**config.mk**
```make
export PLATFORM = sky130hd
export DESIGN_NAME = j1_wb_arbiter_flat
export DESIGN_NICKNAME = d
export VERILOG_FILES = /design/src/rtl/j1_wb_pkg.sv /design/src/rtl/j1_wb_arbiter_if.sv /design/src/rtl/j1_wb_rr.sv /design/src/rtl/j1_wb_arbiter.sv /design/src/flat_wrapper.sv
export SDC_FILE = /design/constraint.sdc
export NUM_CORES = 1
export LEC_CHECK = 0
export CAP_MARGIN = 5
export CORE_MARGIN = 4
export CORE_UTILIZATION = 38
export CTS_BUF_LIST = sky130_fd_sc_hd__clkbuf_8
export CTS_CLUSTER_DIAMETER = 30
export DETAILED_ROUTE_END_ITERATION = 10
export MAX_ROUTING_LAYER = met4
export PLACE_DENSITY = 0.73
export SLEW_MARGIN = 0
export SYNTH_ARGS = -nofsm -noshare
export SYNTH_HDL_FRONTEND = slang
export SYNTH_HIERARCHICAL = 1
export SYNTH_SLANG_ARGS = --single-unit
export TNS_END_PERCENT = 50
```
**constraint.sdc**
```tcl
create_clock -name clk -period 8.4 [get_ports clk]
set_input_delay 2.52 -clock clk [delete_from_list [all_inputs] [get_ports clk]]
set_output_delay 2.52 -clock clk [all_outputs]
set_load 0.02 [all_outputs]
```
**src/rtl/j1_wb_pkg.sv**
```systemverilog
// ============================================================================
// Module  : j1_wb_pkg
// Brief   : Shared types and constants for the J1 instruction/data Wishbone
//           arbiter.
// Revision: 1.0 - initial release
// ============================================================================
`default_nettype none

package j1_wb_pkg;

  typedef enum logic [0:0] {
    ST_IDLE = 1'b0,
    ST_BUSY = 1'b1
  } state_t;

  typedef enum logic [0:0] {
    OWN_INSTR = 1'b0,
    OWN_DATA  = 1'b1
  } owner_t;

  localparam int unsigned TIMEOUT_DEFAULT = 255;

  // The timeout counter is sized for the full 1..255 range.
  localparam int unsigned CNT_W = 8;

endpackage : j1_wb_pkg

`default_nettype wire

```
**src/rtl/j1_wb_arbiter_if.sv**
```systemverilog
// ============================================================================
// Module  : j1_wb_arbiter_if
// Brief   : Requester and Wishbone bundle seen by the J1 arbiter; the master
//           modport is the arbiter view, the slave modport the environment.
// Revision: 1.0 - initial release
// ============================================================================
`default_nettype none

interface j1_wb_arbiter_if #(
  parameter int AW = 16,
  parameter int DW = 16
);

  // Instruction-fetch port
  logic          i_req;
  logic [AW-1:0] i_adr;
  logic          i_ack;
  logic          i_err;
  logic [DW-1:0] i_dat;

  // Data port
  logic          d_req;
  logic          d_we;
  logic [AW-1:0] d_adr;
  logic [DW-1:0] d_dat_w;
  logic          d_ack;
  logic          d_err;
  logic [DW-1:0] d_dat_r;

  // Wishbone master port
  logic          wb_cyc;
  logic          wb_stb;
  logic          wb_we;
  logic [AW-1:0] wb_adr;
  logic [DW-1:0] wb_dat_o;
  logic [DW-1:0] wb_dat_i;
  logic          wb_ack;
  logic          wb_err;

  modport master (
    input  i_req, i_adr,
    output i_ack, i_err, i_dat,
    input  d_req, d_we, d_adr, d_dat_w,
    output d_ack, d_err, d_dat_r,
    output wb_cyc, wb_stb, wb_we, wb_adr, wb_dat_o,
    input  wb_dat_i, wb_ack, wb_err
  );

  modport slave (
    output i_req, i_adr,
    input  i_ack, i_err, i_dat,
    output d_req, d_we, d_adr, d_dat_w,
    input  d_ack, d_err, d_dat_r,
    input  wb_cyc, wb_stb, wb_we, wb_adr, wb_dat_o,
    output wb_dat_i, wb_ack, wb_err
  );

endinterface : j1_wb_arbiter_if

`default_nettype wire

```
**src/rtl/j1_wb_rr.sv**
```systemverilog
// ============================================================================
// Module  : j1_wb_rr
// Brief   : Two-way round-robin pick between instruction and data requests.
// Revision: 1.0 - initial release
// ============================================================================
`default_nettype none

module j1_wb_rr
  import j1_wb_pkg::*;
(
  input  logic   i_req,
  input  logic   d_req,
  input  owner_t last,
  output owner_t grant
);

  // On a tie the side that did not win last time goes next. With no request
  // the output is don't-care; the caller only samples it when a request exists.
  always_comb begin
    grant = OWN_INSTR;
    if (d_req && (!i_req || (last == OWN_INSTR))) begin
      grant = OWN_DATA;
    end
  end

endmodule : j1_wb_rr

`default_nettype wire

```
**src/rtl/j1_wb_arbiter.sv**
```systemverilog
// ============================================================================
// Module  : j1_wb_arbiter
// Brief   : Shares one Wishbone master between J1 instruction fetch and data
//           ports, with round-robin on ties and a no-ack timeout.
// Revision: 1.0 - initial release
// ============================================================================
`default_nettype none

module j1_wb_arbiter
  import j1_wb_pkg::*;
#(
  parameter int AW      = 16,
  parameter int DW      = 16,
  parameter int TIMEOUT = int'(TIMEOUT_DEFAULT)
) (
  input  logic              clk,
  input  logic              reset,
  j1_wb_arbiter_if.master   bus
);

  localparam logic [CNT_W-1:0] C_TO_LAST = CNT_W'(TIMEOUT - 1);

  state_t            state_q;
  owner_t            owner_q;
  owner_t            last_q;
  logic [CNT_W-1:0]  cnt_q;
  logic [CNT_W-1:0]  cnt_d;

  logic              wb_cyc_q;
  logic              wb_we_q;
  logic [AW-1:0]     wb_adr_q;
  logic [DW-1:0]     wb_dat_o_q;

  logic              i_ack_q;
  logic              i_err_q;
  logic [DW-1:0]     i_dat_q;
  logic              d_ack_q;
  logic              d_err_q;
  logic [DW-1:0]     d_dat_r_q;

  owner_t            w_grant;
  logic              w_any_req;
  logic              w_timeout;
  logic              w_done;
  logic              w_abort;
  logic [DW-1:0]     w_rsp_dat;

  j1_wb_rr u_rr (
    .i_req (bus.i_req),
    .d_req (bus.d_req),
    .last  (last_q),
    .grant (w_grant)
  );

  // A transaction ends on ack, error or timeout; anything but a clean ack
  // (error wins over a simultaneous ack) is reported as an abort with zero data.
  always_comb begin
    cnt_d     = cnt_q + CNT_W'(1);
    w_any_req = bus.i_req | bus.d_req;
    w_timeout = (cnt_q == C_TO_LAST);
    w_done    = bus.wb_ack | bus.wb_err | w_timeout;
    w_abort   = bus.wb_err | ~bus.wb_ack;
    w_rsp_dat = w_abort ? '0 : bus.wb_dat_i;
  end

  always_ff @(posedge clk or posedge reset) begin
    if (reset) begin
      state_q    <= ST_IDLE;
      owner_q    <= OWN_INSTR;
      last_q     <= OWN_INSTR;
      cnt_q      <= '0;
      wb_cyc_q   <= 1'b0;
      wb_we_q    <= 1'b0;
      wb_adr_q   <= '0;
      wb_dat_o_q <= '0;
      i_ack_q    <= 1'b0;
      i_err_q    <= 1'b0;
      i_dat_q    <= '0;
      d_ack_q    <= 1'b0;
      d_err_q    <= 1'b0;
      d_dat_r_q  <= '0;
    end else begin
      i_ack_q <= 1'b0;
      i_err_q <= 1'b0;
      d_ack_q <= 1'b0;
      d_err_q <= 1'b0;

      case (state_q)
        ST_IDLE: begin
          if (w_any_req) begin
            state_q  <= ST_BUSY;
            owner_q  <= w_grant;
            last_q   <= w_grant;
            cnt_q    <= '0;
            wb_cyc_q <= 1'b1;
            if (w_grant == OWN_DATA) begin
              wb_we_q    <= bus.d_we;
              wb_adr_q   <= bus.d_adr;
              wb_dat_o_q <= bus.d_dat_w;
            end else begin
              wb_we_q    <= 1'b0;
              wb_adr_q   <= bus.i_adr;
              wb_dat_o_q <= '0;
            end
          end
        end

        ST_BUSY: begin
          if (w_done) begin
            state_q  <= ST_IDLE;
            wb_cyc_q <= 1'b0;
            if (owner_q == OWN_DATA) begin
              d_ack_q   <= 1'b1;
              d_err_q   <= w_abort;
              d_dat_r_q <= w_rsp_dat;
            end else begin
              i_ack_q <= 1'b1;
              i_err_q <= w_abort;
              i_dat_q <= w_rsp_dat;
            end
          end else begin
            cnt_q <= cnt_d;
          end
        end

        default: begin
          state_q  <= ST_IDLE;
          wb_cyc_q <= 1'b0;
        end
      endcase
    end
  end

  assign bus.wb_cyc   = wb_cyc_q;
  assign bus.wb_stb   = wb_cyc_q;
  assign bus.wb_we    = wb_we_q;
  assign bus.wb_adr   = wb_adr_q;
  assign bus.wb_dat_o = wb_dat_o_q;

  assign bus.i_ack    = i_ack_q;
  assign bus.i_err    = i_err_q;
  assign bus.i_dat    = i_dat_q;
  assign bus.d_ack    = d_ack_q;
  assign bus.d_err    = d_err_q;
  assign bus.d_dat_r  = d_dat_r_q;

  a_one_ack : assert property (@(posedge clk) disable iff (reset)
    !(i_ack_q && d_ack_q));

  a_ack_idle : assert property (@(posedge clk) disable iff (reset)
    (i_ack_q || d_ack_q) |-> (state_q == ST_IDLE));

endmodule : j1_wb_arbiter

`default_nettype wire

```
**src/flat_wrapper.sv**
```systemverilog
// flat-port wrapper written by rule: the top's interface ports become plain ports
module j1_wb_arbiter_flat import j1_wb_pkg::*;
#(
  parameter int AW      = 16,
  parameter int DW      = 16,
  parameter int TIMEOUT = int'(TIMEOUT_DEFAULT)
)
  (clk, reset, bus_i_req, bus_i_adr, bus_i_ack, bus_i_err, bus_i_dat, bus_d_req, bus_d_we, bus_d_adr, bus_d_dat_w, bus_d_ack, bus_d_err, bus_d_dat_r, bus_wb_cyc, bus_wb_stb, bus_wb_we, bus_wb_adr, bus_wb_dat_o, bus_wb_dat_i, bus_wb_ack, bus_wb_err);
  j1_wb_arbiter_if #(.AW(AW), .DW(DW)) bus_i ();
  input  logic clk;
  input  logic reset;
  input wire logic [$bits(bus_i.i_req)-1:0] bus_i_req;
  input wire logic [$bits(bus_i.i_adr)-1:0] bus_i_adr;
  output wire logic [$bits(bus_i.i_ack)-1:0] bus_i_ack;
  output wire logic [$bits(bus_i.i_err)-1:0] bus_i_err;
  output wire logic [$bits(bus_i.i_dat)-1:0] bus_i_dat;
  input wire logic [$bits(bus_i.d_req)-1:0] bus_d_req;
  input wire logic [$bits(bus_i.d_we)-1:0] bus_d_we;
  input wire logic [$bits(bus_i.d_adr)-1:0] bus_d_adr;
  input wire logic [$bits(bus_i.d_dat_w)-1:0] bus_d_dat_w;
  output wire logic [$bits(bus_i.d_ack)-1:0] bus_d_ack;
  output wire logic [$bits(bus_i.d_err)-1:0] bus_d_err;
  output wire logic [$bits(bus_i.d_dat_r)-1:0] bus_d_dat_r;
  output wire logic [$bits(bus_i.wb_cyc)-1:0] bus_wb_cyc;
  output wire logic [$bits(bus_i.wb_stb)-1:0] bus_wb_stb;
  output wire logic [$bits(bus_i.wb_we)-1:0] bus_wb_we;
  output wire logic [$bits(bus_i.wb_adr)-1:0] bus_wb_adr;
  output wire logic [$bits(bus_i.wb_dat_o)-1:0] bus_wb_dat_o;
  input wire logic [$bits(bus_i.wb_dat_i)-1:0] bus_wb_dat_i;
  input wire logic [$bits(bus_i.wb_ack)-1:0] bus_wb_ack;
  input wire logic [$bits(bus_i.wb_err)-1:0] bus_wb_err;
  assign bus_i.i_req = bus_i_req;
  assign bus_i.i_adr = bus_i_adr;
  assign bus_i_ack = bus_i.i_ack;
  assign bus_i_err = bus_i.i_err;
  assign bus_i_dat = bus_i.i_dat;
  assign bus_i.d_req = bus_d_req;
  assign bus_i.d_we = bus_d_we;
  assign bus_i.d_adr = bus_d_adr;
  assign bus_i.d_dat_w = bus_d_dat_w;
  assign bus_d_ack = bus_i.d_ack;
  assign bus_d_err = bus_i.d_err;
  assign bus_d_dat_r = bus_i.d_dat_r;
  assign bus_wb_cyc = bus_i.wb_cyc;
  assign bus_wb_stb = bus_i.wb_stb;
  assign bus_wb_we = bus_i.wb_we;
  assign bus_wb_adr = bus_i.wb_adr;
  assign bus_wb_dat_o = bus_i.wb_dat_o;
  assign bus_i.wb_dat_i = bus_wb_dat_i;
  assign bus_i.wb_ack = bus_wb_ack;
  assign bus_i.wb_err = bus_wb_err;
  j1_wb_arbiter #(.AW(AW), .DW(DW), .TIMEOUT(TIMEOUT)) u_core (.clk(clk), .reset(reset), .bus(bus_i));
endmodule
```
; ---- Word level (Yosys, flattened, before mapping)
; Cells that the tools add are included.
[classes]
reduce_logical = 8
mux = 26
eq_ne = 4
bitwise_logic = 7
addsub = 1
[op_table]
columns = cell, n
row1 = 16-bit 2-to-1 mux, 3
row2 = 1-bit 2-to-1 mux, 18
row3 = 8-bit 2-to-1 mux, 2
row4 = 8-bit one-hot mux with 2 select lines, 1
row5 = 8-bit by 1-bit adder with 8-bit output (second input constant), 1
row6 = 8-bit == test (second input constant), 1
row7 = 2-bit AND reduction, 3
row8 = 3-bit AND reduction, 2
row9 = 2-bit inequality test (second input constant), 2
row10 = 1-bit bitwise OR, 4
row11 = 1-bit one-hot mux with 2 select lines, 2
row12 = 1-bit NOT, 3
row13 = 2-bit by 1-bit inequality test with 1-bit output (second input constant), 1
row14 = 1-bit logical AND, 1
row15 = 1-bit zero test, 1
row16 = 1-bit logical OR, 1
[word_totals]
word_cells = 59
reg_bits = 80
in_bits = 71
out_inout_bits = 71

; ---- Logic depth before layout (Yosys ltp)
[depth]
depth_word = 5
ltp_mapped = 8
ltp_nobuf = 6

; ---- By module
; The synthesis kept the hierarchy.
[modules_own_cells]
columns = mod, n_inst, seq_area_each_um2, area_per_inst_um2, cells_each
row1 = j1_wb_arbiter, 1, 2001.9, 3338.2, 293
row2 = j1_wb_rr, 1, 0.0, 11.3, 1

; ---- Least setup slack after synthesis
; No wires, ideal clock.
[synth_path]
path_kind = input to register
startpoint = in bus_d_req
endpoint = reg u_core.wb_adr_q[14] (netlist: u_core/bus.wb_adr[14])
t_required_ps = 8265
path_buffers = 2
setup_time_ps = 135
arrival_ps = 3397
stages = 5
setup_slack_ps = 4868
cell_sequence = a21boi_2 > buf_2 > clkbuf_1 > mux2i_1 > o21ai_0
[synth_between]
elab_chain_len = 3
word_cells_on_any_way = 5
cone_classes = mux: 2 / bitwise: 1 / reduce/logical: 2
[synth_rtl]
columns = item, line_no
row1 = start: declaration, flat_wrapper.sv:17  ; input wire logic [$bits(bus_i.d_req)-1:0] bus_d_req;
row2 = 1-bit logical AND, j1_wb_rr.sv:21  ; if (d_req && (!i_req || (last == OWN_INSTR))) begin
row3 = 1-bit 2-to-1 mux, j1_wb_rr.sv:21
row4 = 16-bit 2-to-1 mux, j1_wb_arbiter.sv:96  ; if (w_grant == OWN_DATA) begin
row5 = end signal: assignment, j1_wb_arbiter.sv:98  ; wb_adr_q <= bus.d_adr;
row6 = end signal: assignment, j1_wb_arbiter.sv:102  ; wb_adr_q <= bus.i_adr;
row7 = end: declaration, j1_wb_arbiter.sv:31  ; logic [AW-1:0] wb_adr_q;
; Several ways; a longest one is shown, not always the timed one.
; A chain may end at the register's enable or synchronous reset.

; ---- Final worst setup path
[layout_path]
startpoint = in bus_d_req
endpoint = reg u_core.wb_adr_q[1] (netlist: u_core/bus.wb_adr[1])
[layout_between]
elab_chain_len = 3
word_cells_on_any_way = 5
cone_classes = mux: 2 / bitwise: 1 / reduce/logical: 2
[layout_rtl]
columns = item, line_no
row1 = 1-bit logical AND, j1_wb_rr.sv:21
row2 = 1-bit 2-to-1 mux, j1_wb_rr.sv:21
row3 = named net u_core.w_grant, j1_wb_arbiter.sv:41  ; owner_t w_grant;
row4 = 16-bit 2-to-1 mux, j1_wb_arbiter.sv:96
; The timed path passes the listed nets, and every way through them passes these cells.

==> run metrics <==
RePlAce Congestion=0.749; DP HPWL=5990 um; CTS H-tree lvls=3; synthesized cell area=3350 sq um; global-route wire length before repair=13000 um; setup violators final=0; global route total overflow=0; Die ar.=10400 sq um; DRC violations left=0; DRT Pass-1 Iters=4; syn nets=367; Max Clk Rate=237 MHz; Skew-Pair Late Insertion Delay=0.34 ns; Total GRT Usage=0.167; CTS Buf Count=9; Post CTS Setup Buffer Count=0; most common cell after layout, fill and taps aside=clkdlybuf4s50_1; Die H=102 um; Cells after DPL=523; Final Max Slew Viols=0; startpoint types=input pin; status=complete, no violations; final WL=8220 um; slew at the pin with the worst max-slew slack=1.16 ns; clk root buf=clkbuf_8; Nets=502; vias=2672; CTS tree=yes; setup_tns=0 ns; clock buffer depth=2; Synth Area per Inst=11.4 sq um; Max FO, Critical Path=34; placed cell area=4800 sq um; Leakage=2.28 nW; Tmin final=4.22 ns; Top FF cell, synth=dfrtp_1; Clock Skews=0.0112 ns; WP data arrival=4.38 ns; num rows=33; DIE WIDTH=102 um; core area=8380 sq um; fin area=5000 sq um; Starting Density=0.400; vias in the first global route=2670; largest net degree at the start of global routing=81; FF+latch count, synth=80; Pwr per Cell Area=261 nW/um^2; top cells by area, synth=dfrtp_1 60%, nand2_1 6.8%, a22o_1 6.5%; crit path kind=input pin to register; CTS Sinks=80; initial antenna violation count=0; routed vias/inst=4.96; fraction of registers with async set/reset=1.00; pre-CTS setup slack=3.80 ns; Post-CTS Resized=0; final cell count without fillers=539; worst vdd ir=125 uV; endpoints failing hold=0; total power=1.31 mW; number of flops mapped to enable cells by yosys=0; period utilization=0.502; final antenna-violating net count=0; Synth area leader=dfrtp_1; Max-slew headroom=0.225; RSZ-0062 raised after global routing=no; register area share after synthesis=0.598; Yosys cell types=39; worst hold-check path type=register to register; # hold bufs at CTS=0; Worst EP required=8.56 ns; top cell type's share of synthesized area=0.598; Avg WL per Cell=15.3 um; fin worst setup slack=4.18 ns; layout cells sized above 1=0.0853; critical path capture point type=register; port bufs=141; Ys Warns=6; Cells after Synth=294; number of max-cap violations=0; Clock Pin Slew Worst Setup and Hold Paths=0.08 ns; most frequent cells in the layout=141 x clkdlybuf4s50_1, 80 x dfrtp_1, 61 x nand2_1, 25 x a22o_1, 23 x nand3_1; number of inserted diodes=0; filler instances=727; I/O pin count=142; Layout area overhead=49.3%; iteration-0 DRC count of the detailed router=71
[flip-flops by register name (all words and copies together) (netlist names)]
signal               cells
u_core/bus.d_ack         1
u_core/bus.d_dat_r      16
u_core/bus.d_err         1
u_core/bus.i_ack         1
u_core/bus.i_dat        16
u_core/bus.i_err         1
u_core/bus.wb_adr       16
u_core/bus.wb_cyc        1
u_core/bus.wb_dat_o     16
u_core/bus.wb_we         1
u_core/cnt_q             8
u_core/last_q            1
u_core/state_q           1
[metal layers]
metal  vias up  share of wire  GRT usage
li1       1294              -          -
met1      1248           0.44      0.217
met3        10           0.11     0.0526
met4         0          0.014     0.0646
met5         -              0          -
met2       120           0.44      0.245
[cells by family after synthesis]
logic type | Yosys count | synth area share
adders and majority gates | 2 | 0.00747
DFF | 80 | 0.598
and+or+nand+nor | 103 | 0.147
AOI/OAI and AO/OA | 67 | 0.153
muxes | 16 | 0.0478
xor gates and xnor gates | 2 | 0.00523
buffers and inverters | 24 | 0.0418
[final timing paths]
kind                                         start                       to  slack [ns]  cells after the start
max                                      bus_d_req     u_core/bus.wb_adr[1]        4.18                      4
min                        u_core/bus.wb_dat_o[12]  u_core/bus.wb_dat_o[12]        0.48                      2
max reg2reg                        u_core/cnt_q[0]     u_core/bus.i_dat[13]        6.48                      6
min reg2reg                u_core/bus.wb_dat_o[12]  u_core/bus.wb_dat_o[12]        0.48                      2
max in group asynchronous                    reset          u_core/cnt_q[0]        4.97                      3
min in group asynchronous                    reset      u_core/bus.i_dat[1]        2.82                      3
[synth_stat cells (2+ instances only)]
| library cell | n |
|---|---|
| or3_2 | 2 |
| a22o_2 | 7 |
| a22o_1 | 25 |
| o21ai_0 | 21 |
| mux2i_1 | 16 |
| nor3_1 | 3 |
| xnor2_1 | 2 |
| buf_2 | 5 |
| inv_1 | 6 |
| nand2_1 | 61 |
| nand2b_1 | 2 |
| nor2_1 | 5 |
| buf_6 | 2 |
| dfrtp_1 | 80 |
| o21ai_2 | 2 |
| clkbuf_1 | 6 |
| ha_1 | 2 |
| nand3_1 | 23 |
| a21o_1 | 3 |
| buf_4 | 2 |
[power by group]
part	switching, mW	internal (mW)
clock network	0.133	0.144
registers	0.0597	0.478
logic	0.247	0.246
[final cells by class]
class | count | area [sq um] | share of cell area
multi-input combinational | 190 | 1230 | 0.245
clock buffer | 10 | 138 | 0.0275
sequential | 80 | 2000 | 0.400
tap | 105 | 131 | 0.0263
timing repair buffer | 142 | 1420 | 0.284
clock inverter | 6 | 60.1 | 0.0120
inverter | 6 | 23.8 | 0.00475
[critical path, stage by stage]
cell,delay [ns]
clkdlybuf4s50_1,0.57
a21boi_4,0.91
mux2i_1,0.27
o21ai_0,0.10
[through the flow]
step | utilization | hold WS [ns]
floorplan | - | 0.480
global placement | 0.573 | 0.450
detailed placement | 0.573 | 0.461
CTS | 0.597 | 0.481
global route | 0.597 | 0.491
finish | 0.597 | 0.477
No activity file was read; power rests on OpenSTA's default activity.
